<file path="src/rtl/uart_rx_cmd_if.sv">
// Host-link receive bundle: serial line in, decoded bytes and SUMP commands out.
// master = uart_rx_cmd (receiver/decoder), slave = line driver and command consumer.
interface uart_rx_cmd_if;
  logic        uart_rx;
  logic [7:0]  rx_data;
  logic        rx_valid;
  logic        frame_err;
  logic        id;
  logic        xon;
  logic        xoff;
  logic        execute;
  logic [7:0]  opcode;
  logic [31:0] opdata;

  modport master (
    input  uart_rx,
    output rx_data, rx_valid, frame_err, id, xon, xoff, execute, opcode, opdata
  );

  modport slave (
    output uart_rx,
    input  rx_data, rx_valid, frame_err, id, xon, xoff, execute, opcode, opdata
  );
endinterface

</file>
<file path="src/rtl/uart_rx_cmd.sv">
// 8N1 UART receiver with SUMP command assembly: short (1-byte) and long (opcode + 4 args)
// commands, plus id/xon/xoff request strobes for the transmitter.
module uart_rx_cmd #(
  parameter int unsigned FREQ      = 50_000_000,
  parameter int unsigned BAUD      = 921_600,
  parameter int unsigned BITLENGTH = FREQ / BAUD,
  parameter int unsigned CW        = $clog2(BITLENGTH)
) (
  input  logic          clk,
  input  logic          rst,
  uart_rx_cmd_if.master bus
);

  localparam logic [CW-1:0] FULL_BIT = CW'(BITLENGTH - 1);
  localparam logic [CW-1:0] HALF_BIT = CW'(BITLENGTH / 2 - 1);

  if (BITLENGTH < 4) begin : g_bitlength_check
    $error("uart_rx_cmd: BITLENGTH must be >= 4");
  end

  typedef enum logic [2:0] {R_IDLE, R_START, R_DATA, R_STOP, R_BREAK} rx_state_t;
  typedef enum logic {C_IDLE, C_ARG} cmd_state_t;

  logic          s_meta, s;
  rx_state_t     rx_state;
  logic [CW-1:0] cnt;
  logic [2:0]    bit_idx;
  logic [7:0]    shreg;
  logic [7:0]    rx_data_r;
  logic          rx_valid_r, frame_err_r;

  cmd_state_t    cmd_state;
  logic [1:0]    arg_idx;
  logic [7:0]    pend_op;
  logic [23:0]   shadow;
  logic [7:0]    opcode_r;
  logic [31:0]   opdata_r;
  logic          execute_r, id_r, xon_r, xoff_r;

  // Two-flop synchroniser; resets to the idle (high) line level.
  always_ff @(posedge clk or negedge rst) begin
    if (!rst) begin
      s_meta <= 1'b1;
      s      <= 1'b1;
    end else begin
      s_meta <= bus.uart_rx;
      s      <= s_meta;
    end
  end

  // Bit-level receiver: start qualified at mid-bit, then one sample per bit period.
  always_ff @(posedge clk or negedge rst) begin
    if (!rst) begin
      rx_state    <= R_IDLE;
      cnt         <= '0;
      bit_idx     <= '0;
      shreg       <= '0;
      rx_data_r   <= '0;
      rx_valid_r  <= 1'b0;
      frame_err_r <= 1'b0;
    end else begin
      rx_valid_r  <= 1'b0;
      frame_err_r <= 1'b0;
      case (rx_state)
        R_IDLE: begin
          if (!s) begin
            cnt      <= HALF_BIT;
            rx_state <= R_START;
          end
        end
        R_START: begin
          if (cnt != '0) begin
            cnt <= cnt - CW'(1);
          end else if (!s) begin
            cnt      <= FULL_BIT;
            bit_idx  <= 3'd0;
            rx_state <= R_DATA;
          end else begin
            rx_state <= R_IDLE;
          end
        end
        R_DATA: begin
          if (cnt != '0) begin
            cnt <= cnt - CW'(1);
          end else begin
            shreg <= {s, shreg[7:1]};
            cnt   <= FULL_BIT;
            if (bit_idx == 3'd7) rx_state <= R_STOP;
            else                 bit_idx  <= bit_idx + 3'd1;
          end
        end
        R_STOP: begin
          if (cnt != '0) begin
            cnt <= cnt - CW'(1);
          end else if (s) begin
            rx_data_r  <= shreg;
            rx_valid_r <= 1'b1;
            rx_state   <= R_IDLE;
          end else begin
            frame_err_r <= 1'b1;
            rx_state    <= R_BREAK;
          end
        end
        R_BREAK: begin
          if (s) rx_state <= R_IDLE;
        end
        default: rx_state <= R_IDLE;
      endcase
    end
  end

  // Command assembly; arguments collect in a shadow so opcode/opdata change together.
  always_ff @(posedge clk or negedge rst) begin
    if (!rst) begin
      cmd_state <= C_IDLE;
      arg_idx   <= '0;
      pend_op   <= '0;
      shadow    <= '0;
      opcode_r  <= '0;
      opdata_r  <= '0;
      execute_r <= 1'b0;
      id_r      <= 1'b0;
      xon_r     <= 1'b0;
      xoff_r    <= 1'b0;
    end else begin
      execute_r <= 1'b0;
      id_r      <= 1'b0;
      xon_r     <= 1'b0;
      xoff_r    <= 1'b0;
      case (cmd_state)
        C_IDLE: begin
          if (rx_valid_r) begin
            if (!rx_data_r[7]) begin
              opcode_r  <= rx_data_r;
              execute_r <= 1'b1;
              id_r      <= (rx_data_r == 8'h02);
              xon_r     <= (rx_data_r == 8'h11);
              xoff_r    <= (rx_data_r == 8'h13);
            end else begin
              pend_op   <= rx_data_r;
              arg_idx   <= 2'd0;
              cmd_state <= C_ARG;
            end
          end
        end
        C_ARG: begin
          if (frame_err_r) begin
            cmd_state <= C_IDLE;
          end else if (rx_valid_r) begin
            case (arg_idx)
              2'd0: shadow[7:0]   <= rx_data_r;
              2'd1: shadow[15:8]  <= rx_data_r;
              2'd2: shadow[23:16] <= rx_data_r;
              default: begin
                opcode_r  <= pend_op;
                opdata_r  <= {rx_data_r, shadow};
                execute_r <= 1'b1;
                cmd_state <= C_IDLE;
              end
            endcase
            arg_idx <= arg_idx + 2'd1;
          end
        end
        default: cmd_state <= C_IDLE;
      endcase
    end
  end

  assign bus.rx_data   = rx_data_r;
  assign bus.rx_valid  = rx_valid_r;
  assign bus.frame_err = frame_err_r;
  assign bus.id        = id_r;
  assign bus.xon       = xon_r;
  assign bus.xoff      = xoff_r;
  assign bus.execute   = execute_r;
  assign bus.opcode    = opcode_r;
  assign bus.opdata    = opdata_r;

endmodule

</file>
<file path="src/flat_wrapper.sv">
// flat-port wrapper written by rule: the top's interface ports become plain ports
module uart_rx_cmd_flat 
#(
  parameter int unsigned FREQ      = 50_000_000,
  parameter int unsigned BAUD      = 921_600,
  parameter int unsigned BITLENGTH = FREQ / BAUD,
  parameter int unsigned CW        = $clog2(BITLENGTH)
)
  (clk, rst, bus_uart_rx, bus_rx_data, bus_rx_valid, bus_frame_err, bus_id, bus_xon, bus_xoff, bus_execute, bus_opcode, bus_opdata);
  uart_rx_cmd_if bus_i ();
  input  logic clk;
  input  logic rst;
  input wire logic [$bits(bus_i.uart_rx)-1:0] bus_uart_rx;
  output wire logic [$bits(bus_i.rx_data)-1:0] bus_rx_data;
  output wire logic [$bits(bus_i.rx_valid)-1:0] bus_rx_valid;
  output wire logic [$bits(bus_i.frame_err)-1:0] bus_frame_err;
  output wire logic [$bits(bus_i.id)-1:0] bus_id;
  output wire logic [$bits(bus_i.xon)-1:0] bus_xon;
  output wire logic [$bits(bus_i.xoff)-1:0] bus_xoff;
  output wire logic [$bits(bus_i.execute)-1:0] bus_execute;
  output wire logic [$bits(bus_i.opcode)-1:0] bus_opcode;
  output wire logic [$bits(bus_i.opdata)-1:0] bus_opdata;
  assign bus_i.uart_rx = bus_uart_rx;
  assign bus_rx_data = bus_i.rx_data;
  assign bus_rx_valid = bus_i.rx_valid;
  assign bus_frame_err = bus_i.frame_err;
  assign bus_id = bus_i.id;
  assign bus_xon = bus_i.xon;
  assign bus_xoff = bus_i.xoff;
  assign bus_execute = bus_i.execute;
  assign bus_opcode = bus_i.opcode;
  assign bus_opdata = bus_i.opdata;
  uart_rx_cmd #(.FREQ(FREQ), .BAUD(BAUD), .BITLENGTH(BITLENGTH), .CW(CW)) u_core (.clk(clk), .rst(rst), .bus(bus_i));
endmodule
</file>
<file path="config.mk">
export PLATFORM = sky130hd
export DESIGN_NAME = uart_rx_cmd_flat
export DESIGN_NICKNAME = d
export VERILOG_FILES = /design/src/rtl/uart_rx_cmd_if.sv /design/src/rtl/uart_rx_cmd.sv /design/src/flat_wrapper.sv
export SDC_FILE = /design/constraint.sdc
export NUM_CORES = 1
export LEC_CHECK = 0
export ABC_CLOCK_PERIOD_IN_PS = 2800
export CAP_MARGIN = 10
export CORE_MARGIN = 2
export CORE_UTILIZATION = 47
export CTS_CLUSTER_DIAMETER = 100
export DETAILED_ROUTE_END_ITERATION = 10
export PLACE_DENSITY = 0.74
export SKIP_CTS_REPAIR_TIMING = 1
export SLEW_MARGIN = 20
export SYNTH_ARGS = -nofsm -noshare
export SYNTH_HDL_FRONTEND = slang
export SYNTH_SLANG_ARGS = --single-unit
</file>
<file path="constraint.sdc">
create_clock -name clk -period 2.8 [get_ports clk]
set_input_delay 0.42 -clock clk [delete_from_list [all_inputs] [get_ports clk]]
set_output_delay 0.42 -clock clk [all_outputs]
set_load 0.05 [all_outputs]
</file>
==> metrics.md <==
| Metric | Value |
|---|---|
| Status | finished, final reports clean |
| Final Non-Filler Cells | between 500 and 600 |
| DR vias | 2810 |
| Critical path's largest stage delay | between 0.8 and 0.9 ns |
| Crit path time final | approximately 2.3 ns |
| Antenna cells | 0 |
| Layout net count | around 400 |
| HP Class | in -> async |
| All-Layer GR Usage | between 15 and 20% |
| Startpoint types | register |
| IR Drop Worst-Case VDD | about 0.35 mV |
| Cell variety after synth | 43 |
| Final setup violation count | 0 |
| Worst r2r src | u_core.cnt[0]$_DFFE_PN0P_ |
| CP top delay family | buffers and inverters |
| Synth-to-Final Area Change | 20.6% |
| Slew Limit Fails | 0 |
| Cts bufs inserted | 9 |
| Clock Tree Buf Depth | 2 |
| Max_cap viols | 0 |
| Flops & latches, synth | 111 |
| Endpoints failing hold | 0 |
| Worst r2r path cells | 6 |
| Routed WL per cell | ~16 um |
| RSZ-0062 raised after global routing | false |
| Static Leak | between 2 and 3 nW |
| CTS H-tree lvls | 3 |
| Post-Route WL | approximately 8500 um |
| R2r setup slk | about 0.6 ns |
| Slew HR | 55.8% |
| Fraction of layout cells with a size suffix above 1 | between 20% and 30% |
| Initial Utilization | between 40% and 50% |
| DR DRC count | 0 |
| CTS tree | built |
| Ys Warns | 0 |
| Post-synthesis sequential area ratio | between 60% and 70% |
| Core area | a little under 0.01 mm^2 |
| TritonRoute pass-1 iters | 4 |
| Synth Area per Inst | 13.5 um^2 |
| Critical path, cell by cell | clkdlybuf4s50_1 |
| PD cells | between 500 and 600 mW/mm^2 |
| Worst clock skew | 0.0109 ns |
| Setup_tns | 0 ns |
| # rows | 36 |
| Crit path required time | 2.38 ns |
| Sink Count | roughly 110 |
| Ports | 57 |
| Clk_lat worst skew | between 0.3 and 0.4 ns |
| Cell Area, Synth | approximately 0.0046 mm^2 |
| # fillers | 826 |
| Root Buffer | clkbuf_8 |
| Worst flop-to-flop path endpoint | u_core.bus.rx_data[4]$_DFFE_PN0P_ |
| Routed Antenna Nets | 0 |
| Synthesized Nets | about 350 |
| Remaining global-route overflow | 0 |
| CP endpoint kind | primary output |
| Fin crit share | between 80% and 90% |
| Vias per cell | 5.22 |
| I/O Buffers | between 50 and 60 |
| Critical path peak fanout | 10 |
| Achievable frequency | between 400 and 500 MHz |
| Clock transition at path regs | around 0.11 ns |
| Worst Tran Pin Value | approximately 0.66 ns |
| Dpl cells | 522 |
| Worst EP arrival | ~1.9 ns |
| WP buf/inv | 1 |
| Initial DRC count | 88 |
| Critical path class | reg -> out |
| Gpl congestion | ~0.9 |
| Initial antenna violation count | 0 |
| Die outline width | slightly above 100 um |
| Largest net degree at the start of global routing | 52 |
| Die area | ~0.011 mm^2 |
| Syn Inst Count | 342 |
| Final HPWL from detailed placement | 5920 um |
| Vias in the first global route | between 2000 and 3000 |
| Die Y-Extent | around 100 um |
| First-pass GRT wire length | between 10000 and 15000 um |
| Slowest-stage cell, CP | clkdlybuf4s50_1 |
## power breakdown
group | leakage (nW) | switching [mW] | internal, mW
Clock | 0.108 | 0.564 | 0.436
Combinational | 1.01 | 0.229 | 0.186
Sequential | 1.52 | 0.118 | 1.67
Total | 2.64 | 0.911 | 2.29
## sequential cells by signal, indices dropped and copies added (netlist names), 2 cells and up
name                flops
u_core.pend_op          8
u_core.bus.opcode       8
u_core.rx_state         3
u_core.bus.opdata      32
u_core.bit_idx          3
u_core.shreg            8
u_core.bus.rx_data      8
u_core.cnt              6
u_core.arg_idx          2
u_core.shadow          24
## kinds of logic (layout without fill, tap and decap cells)
logic type	count (synthesis)	after routing	synth area share (%)
xor+xnor	2	2	0.380
flops	111	111	60.3
buf+inv	31	94	2.58
fa+ha+maj	8	8	2.17
mux	91	91	21.9
compound gates	38	38	5.61
simple gates	61	61	7.05
## routing by layer
layer	share of wire, %	GRT usage, %	up-vias
li1	-	-	1330
met1	49	24.2	1410
met2	47	26.8	61
met3	3.2	3.32	9
met4	1.1	5.36	0
met5	0	0	-
## cells in the mapped netlist
cell type / n / share of area, %
nor2b_1: 3 / 0.41
dfrtp_1: 109 / 59
o31ai_1: 2 / 0.33
mux2i_1: 10 / 2.2
o21a_1: 2 / 0.33
o32a_1: 1 / 0.22
nor3_1: 6 / 0.65
buf_2: 2 / 0.22
xnor2_1: 2 / 0.38
nor2_1: 11 / 0.90
nor4bb_1: 1 / 0.22
clkbuf_1: 12 / 0.98
inv_1: 15 / 1.2
a32oi_1: 2 / 0.38
ha_1: 8 / 2.2
buf_1: 2 / 0.16
or4b_1: 1 / 0.22
mux2_2: 81 / 20
o221ai_1: 2 / 0.38
a311oi_1: 1 / 0.19
nand2b_1: 2 / 0.27
nand4_1: 1 / 0.14
nand4b_1: 1 / 0.19
nor3_4: 1 / 0.35
nand3_4: 1 / 0.38
o21ai_0: 11 / 1.2
o221a_2: 1 / 0.24
a21oi_1: 6 / 0.65
a2bb2oi_1: 1 / 0.19
nor3b_1: 1 / 0.16
dfstp_2: 2 / 1.1
nand3b_1: 2 / 0.33
nor2_2: 1 / 0.14
a31oi_1: 2 / 0.27
or2_2: 1 / 0.14
and2_1: 1 / 0.14
a22o_1: 3 / 0.57
nand3_1: 5 / 0.54
nand2_1: 20 / 1.6
nor4_1: 2 / 0.27
o2111ai_1: 1 / 0.19
a211oi_1: 2 / 0.33
a21boi_1: 1 / 0.16
## cells in the final DEF (no fill, tap or decap), drive strengths merged, types with 3 or more instances in the layout
master         netlist  layout
dfrtp              109     109
mux2                81      81
clkdlybuf4s50        0      55
nand2               20      20
inv                 15      19
nor2                12      12
o21ai               11      11
mux2i               10      10
clkbuf              12       9
ha                   8       8
buf                  4       8
nor3                 7       7
a21oi                6       6
nand3                6       6
nor2b                3       3
a22o                 3       3
## through the flow
| step | setup slack [ns] | total power, mW | hold slack (ns) | instance area, um^2 | util [%] |
|---|---|---|---|---|---|
| floorplan | 0.801 | 2.11 | 0.124 | 4610 | - |
| global placement | 0.650 | 2.21 | 0.346 | 5350 | 55.5 |
| detailed placement | 0.618 | 2.23 | 0.349 | 5350 | 55.5 |
| CTS | 0.464 | 3.23 | 0.0701 | 5560 | 57.7 |
| global route | 0.423 | 3.36 | 0.0851 | 5560 | 57.7 |
| finish | 0.478 | 3.20 | 0.0565 | 5560 | 57.7 |
## layout make-up
cell class / count / area (um^2) / area share (%)
flip-flops and latches: 111 / 2780 / 50.0
multi-input cells: 200 / 1710 / 30.8
repair buffers: 63 / 636 / 11.4
well taps: 133 / 166 / 2.99
clock buffers: 9 / 124 / 2.23
clock inverters: 7 / 87.6 / 1.57
inverters: 15 / 56.3 / 1.01
## worst max-delay path by stage
| stage | startpoint | to | slack (ns) | cells past startpoint |
|---|---|---|---|---|
| 3_5_place_dp | u_core.cnt[0]$_DFFE_PN0P_ | u_core.bus.rx_data[2]$_DFFE_PN0P_ | 0.62 | 6 |
| 3_3_place_gp | u_core.cnt[0]$_DFFE_PN0P_ | u_core.bus.rx_data[2]$_DFFE_PN0P_ | 0.65 | 6 |
| 5_1_grt | u_core.bus.rx_data[4]$_DFFE_PN0P_ | bus_rx_data[4] | 0.42 | 1 |
| 4_1_cts | u_core.bus.rx_data[7]$_DFFE_PN0P_ | bus_rx_data[7] | 0.46 | 1 |
| 2_1_floorplan | u_core.cnt[0]$_DFFE_PN0P_ | u_core.bus.rx_data[3]$_DFFE_PN0P_ | 0.80 | 7 |
| 6_report | u_core.bus.rx_data[4]$_DFFE_PN0P_ | bus_rx_data[4] | 0.48 | 1 |
Power figures use the tool's default switching activity.
==> RTL change 1: new RTL, config.mk and constraints unchanged <==
`BAUD` is set to 921_600 in 2 places; all go to 3_686_400.
--- a/src/rtl/uart_rx_cmd.sv
+++ b/src/rtl/uart_rx_cmd.sv
@@ -3,5 +3,5 @@
 module uart_rx_cmd #(
   parameter int unsigned FREQ      = 50_000_000,
-  parameter int unsigned BAUD      = 921_600,
+  parameter int unsigned BAUD      = 3_686_400,
   parameter int unsigned BITLENGTH = FREQ / BAUD,
   parameter int unsigned CW        = $clog2(BITLENGTH)
--- a/src/flat_wrapper.sv
+++ b/src/flat_wrapper.sv
@@ -3,5 +3,5 @@
 #(
   parameter int unsigned FREQ      = 50_000_000,
-  parameter int unsigned BAUD      = 921_600,
+  parameter int unsigned BAUD      = 3_686_400,
   parameter int unsigned BITLENGTH = FREQ / BAUD,
   parameter int unsigned CW        = $clog2(BITLENGTH)
Function: no difference found for any inputs over 10 cycles, from zero or initial values and one cycle with rst low; that may be too few to reach the edited logic, so the function may still have changed.
==> RTL change 1 against the original RTL <==
Sequential share of layout area increased by 1.4 points. Setup slack improved by 0.050 ns. Clock skew increased by 0.0016 ns. Total power decreased by 2.8%. Synthesized area decreased by 4.3%. Routed wire length increased by 0.13%. Sequential cell count decreased by 2. Final area decreased by 4.5%. Critical endpoint is now bus_rx_data[1]. Highest routed layer unchanged.
==> RTL change 1: results (changes against the original RTL) <==
synthesized area per cell: 13.7 um2 (was 13.5 um2)
Yosys cell types: 38 (was 43)
Worst Max-Slew Pin Slew: 0.755 ns (was 0.663 ns)
Total Routing Usage GR: 18.0% (was 17.1%)
sequential fraction of the synthesis area: 61.8% (was 60.3%)
synth top area cells: dfrtp_1 (61%), mux2_1 (18%), mux2i_1 (2.0%), ha_1 (2.0%), nand2_1 (1.9%) (was dfrtp_1 (59%), mux2_2 (20%), ha_1 (2.2%), mux2i_1 (2.2%), nand2_1 (1.6%))
Static Leak: 2.61 nW (was 2.64 nW)
Synth Area in XOR/XNOR: 0% (was 0.380%)
pre-CTS setup slack: 0.807 ns (was 0.618 ns)
layout cell share with drive strength beyond 1: 9.61% (was 27.7%)
Worst Skew: 0.0125 ns (was 0.0109 ns)
first-pass GRT wire length: 14.0 mm (was 13.7 mm)
gpl congestion: 0.844 (was 0.880)
Iteration-0 DRC Markers: 82 (was 88)
DR WL/cell: 17.1 um (was 15.8 um)
multiplexer share of the synthesized area: 22.5% (was 21.9%)
Synth Area in Compound Gates: 4.25% (was 5.61%)
Post-synth top cells: dfrtp_1 (107), mux2_1 (72), nand2_1 (22) (was dfrtp_1 (109), mux2_2 (81), nand2_1 (20))
Fin Hold WS: 0.0956 ns (was 0.0565 ns)
run status: completed (unchanged)
WP data arrival: 1.85 ns (was 1.90 ns)
Placed Area: 5110 um2 (was 5350 um2)
switching part of the total: 28.4% (was 28.5%)
Final Net Count: 390 (was 411)
R2R Setup Slk: 0.80 ns (was 0.60 ns)
Register-to-Register Path Depth: 5 (was 6)
final non-filler cell total: 496 (was 538)
post-placement cell count: 480 (was 522)
Critical Path Start: u_core.bus.rx_data[1] (was u_core.bus.rx_data[4])
==> RTL change 1: worst register-to-register path, delay by kind of cell (launching register included) <==
kind,cells,cell delay [ns]
fa+ha+maj,1,0.25
buf+inv,1,0.09
flops,1,0.41
simple gates,2,0.84
mux,1,0.30
==> RTL change 1: per-layer routing <==
metal | GRT usage, % | share of wire [%]
met4 | 5.93 | 1.4
met1 | 24.4 | 46
met2 | 29.6 | 49
met5 | 0 | 0
met3 | 3.33 | 3.1
==> RTL change 1: how the worst max path moves through the flow <==
stage / end / slack (ns)
3_3_place_gp: u_core.bit_idx[0] / 0.88
3_5_place_dp: u_core.bit_idx[0] / 0.81
2_1_floorplan: u_core.bit_idx[0] / 0.92
5_1_grt: bus_rx_data[1] / 0.44
4_1_cts: bus_rx_data[1] / 0.49
6_report: bus_rx_data[1] / 0.53
==> RTL change 1: area by class of cell <==
cell class,instances,area (um2)
fill,757,3880
tap,111,139
clock inverter,7,80.1
timing repair buffer,62,616
multi-input combinational,188,1590
inverter,10,37.5
sequential,109,2730
clock buffer,9,124
==> RTL change 1: logic make-up after synthesis <==
kind of cell / count (synthesis)
buffers and inverters: 25
flip-flops: 109
AND/OR/NAND/NOR: 61
multiplexers: 89
adder cells (fa/ha/maj): 7
AO/OA/AOI/OAI: 31
==> RTL change 1: power groups by stage <==
stage          Combinational, mW  Sequential [mW]  Clock [mW]
2_1_floorplan              0.274             1.75           0
3_3_place_gp               0.360             1.77           0
3_5_place_dp               0.377             1.77           0
4_1_cts                    0.378             1.74        1.01
5_1_grt                    0.414             1.76        1.07
6_report                   0.374             1.74       0.993
==> RTL change 2: new RTL, config.mk and constraints unchanged <==
Made on the original files. Make the reset (`rst`) synchronous in 3 clocked blocks.
--- a/src/rtl/uart_rx_cmd.sv
+++ b/src/rtl/uart_rx_cmd.sv
@@ -39,5 +39,5 @@
 
   // Two-flop synchroniser; resets to the idle (high) line level.
-  always_ff @(posedge clk or negedge rst) begin
+  always_ff @(posedge clk) begin
     if (!rst) begin
       s_meta <= 1'b1;
@@ -50,5 +50,5 @@
 
   // Bit-level receiver: start qualified at mid-bit, then one sample per bit period.
-  always_ff @(posedge clk or negedge rst) begin
+  always_ff @(posedge clk) begin
     if (!rst) begin
       rx_state    <= R_IDLE;
@@ -111,5 +111,5 @@
 
   // Command assembly; arguments collect in a shadow so opcode/opdata change together.
-  always_ff @(posedge clk or negedge rst) begin
+  always_ff @(posedge clk) begin
     if (!rst) begin
       cmd_state <= C_IDLE;
Check against the original RTL: same outputs for any inputs over 10 cycles, from zero or initial values and one cycle with rst low; that may be too few to reach the edited logic, so the function may still have changed.
==> RTL change 2 against the original RTL <==
Routed wire length grew 10%. Utilization is 0.92 points lower. Count of clock-buffer cells in the layout up 1. Setup slack got worse by 0.029 ns. Critical endpoint is now bus_rx_data[2]. Final area decreased by 6.6%. Largest cell class unchanged. Sequential share of layout area shrank 7.2 points. Synthesized area fell by 4.7%. Sequential cell count unchanged.
Power is not compared: it rests on default switching activity, and its combinational part moved more than twofold at a synthesized area within 25%.
==> RTL change 2: results (changes against the original RTL) <==
run status: completed (unchanged)
syn_nets: 523 (was 353)
RR Startpoint: u_core.cnt[0] (unchanged)
Hold Path Class: flip-flop to flip-flop (was input pin to asynchronous set/reset pin)
Worst-path clk slew: 0.11 ns (about the same)
Worst Path Max Fanout: 9 (was 10)
largest net degree at the start of global routing: 50 (was 52)
hold path endpoint: u_core.s
gpl congestion: 0.825 (was 0.880)
Worst Skew: 0.0159 ns (was 0.0109 ns)
later-pin clock latency in the skew report: 0.37 ns (about the same)
HPWL after DPL: 6.29 mm (was 5.92 mm)
Crit path largest cell delay: 0.91 ns (was 0.89 ns)
Iteration-0 DRC Markers: 203 (was 88)
Placed Area: 5010 um2 (was 5350 um2)
CP max-delay cell: clkdlybuf4s50_1 (unchanged)
n_diodes: 0 (unchanged)
R2R Setup Slk: 0.55 ns (was 0.60 ns)
WP data arrival: 1.93 ns (was 1.90 ns)
Post-synth top cells: nand2_1 (123), dfxtp_1 (111), a21oi_1 (66) (was dfrtp_1 (109), mux2_2 (81), nand2_1 (20))
Root Buffer: clkbuf_8 (unchanged)
Worst VDD drop: 0.000368 V
Worst Max-Slew Pin Slew: 0.630 ns (was 0.663 ns)
Synth async-reset ratio: 0% (was 100%)
# port buffers: 56 (unchanged)
Static Leak: 1.81 nW
synth top area cells: dfxtp_1 (51%), nand2_1 (11%), a21oi_1 (7.5%), mux2i_1 (7.1%), nor2_1 (3.7%) (was dfrtp_1 (59%), mux2_2 (20%), ha_1 (2.2%), mux2i_1 (2.2%), nand2_1 (1.6%))
pre-CTS setup slack: 0.584 ns (was 0.618 ns)
Final Net Count: 560 (was 411)
first-pass GRT wire length: 15.4 mm (was 13.7 mm)
antenna violations before repair: 0 (unchanged)
Final TNS setup: 0 ns (unchanged)
layout cell share with drive strength beyond 1: 6.67% (was 27.7%)
Inserted Clock Buffers: 9 (unchanged)
most used flip-flop cell after synthesis: dfxtp_1 (was dfrtp_1)
Total Routing Usage GR: 19.1% (was 17.1%)
DR WL/cell: 14.0 um (was 15.8 um)
HP Start: u_core.s_meta
vias in the first global route: 3268 (was 2716)
Pre-antenna DRT Iters: 4 (unchanged)
Via-to-Cell Ratio: 5.36 (was 5.22)
Worst Hold Depth: 1
Yosys cell types: 44 (was 43)
sequential fraction of the synthesis area: 50.6% (was 60.3%)
clock buffer depth: 2 (unchanged)
RR Endpoint: u_core.cnt[1] (was u_core.bus.rx_data[4])
Slew Limit Fails: 0 (unchanged)
number of flip-flops in the largest register: 32 (unchanged)
[RTL change 2: cell types whose count changed after synthesis, sizes merged, moves of 8 or more]
cell / unedited run / this run
dfxtp: 0 / 111
dfrtp: 109 / 0
nand2: 20 / 123
mux2: 81 / 0
a21oi: 6 / 66
nor2: 12 / 43
mux2i: 10 / 31
clkbuf: 12 / 30
nand2b: 2 / 10
[RTL change 2: cell type report]
type	count	area, um2
Clock buffer	10	128
Multi-Input combinational cell	353	1980
Tap cell	111	139
Sequential cell	111	2220
Fill cell	834	3950
Timing Repair Buffer	66	636
Clock inverter	6	62.6
Inverter	9	33.8
[RTL change 2: routing by layer]
metal  up-vias  wire length [um]  GRT usage [%]
li1       1800                 -              -
met1      1665              4430           25.4
met2        83              4310           30.3
met3        22               340           2.70
met4         0               262           9.59
met5         -                 0              0
[RTL change 2: worst max path at each step]
stage | start | end | slack [ns] | cells after the start
after floorplan | u_core.bit_idx[0] | u_core.bit_idx[0] | 0.83 | 6
after global placement | u_core.cnt[0] | u_core.cnt[1] | 0.65 | 6
after detailed placement | u_core.cnt[0] | u_core.cnt[1] | 0.58 | 6
after CTS | u_core.bus.rx_data[2] | bus_rx_data[2] | 0.44 | 1
after global routing | u_core.bus.rx_data[2] | bus_rx_data[2] | 0.37 | 1
final | u_core.bus.rx_data[2] | bus_rx_data[2] | 0.45 | 1
[RTL change 2: power breakdown]
group          switching [mW]  leakage, nW  internal, mW
clock                   0.577       0.0965         0.350
combinational           0.102        0.817        0.0595
sequential             0.0233        0.895          1.59
total                   0.702         1.81          2.00
[RTL change 2: stage by stage]
step / utilization, % / hold slack (ns) / power (mW) / instances
after floorplan: - / 0.386 / 1.78 / 513
after global placement: 54.7 / 0.389 / 1.80 / 650
after detailed placement: 54.7 / 0.406 / 1.81 / 650
after CTS: 56.8 / 0.432 / 2.72 / 666
after global routing: 56.8 / 0.474 / 2.81 / 666
final: 56.8 / 0.425 / 2.70 / 666
[RTL change 2: cells by family (layout without fill, tap and decap cells)]
group	after synthesis	after routing	share of synthesized area, %
and+or+nand+nor	210	210	21.1
AOI/OAI and AO/OA	104	104	14.6
xor gates and xnor gates	1	1	0.199
muxes	31	31	7.06
DFF	111	111	50.6
buffers and inverters	49	91	4.50
adders and majority gates	7	7	1.99
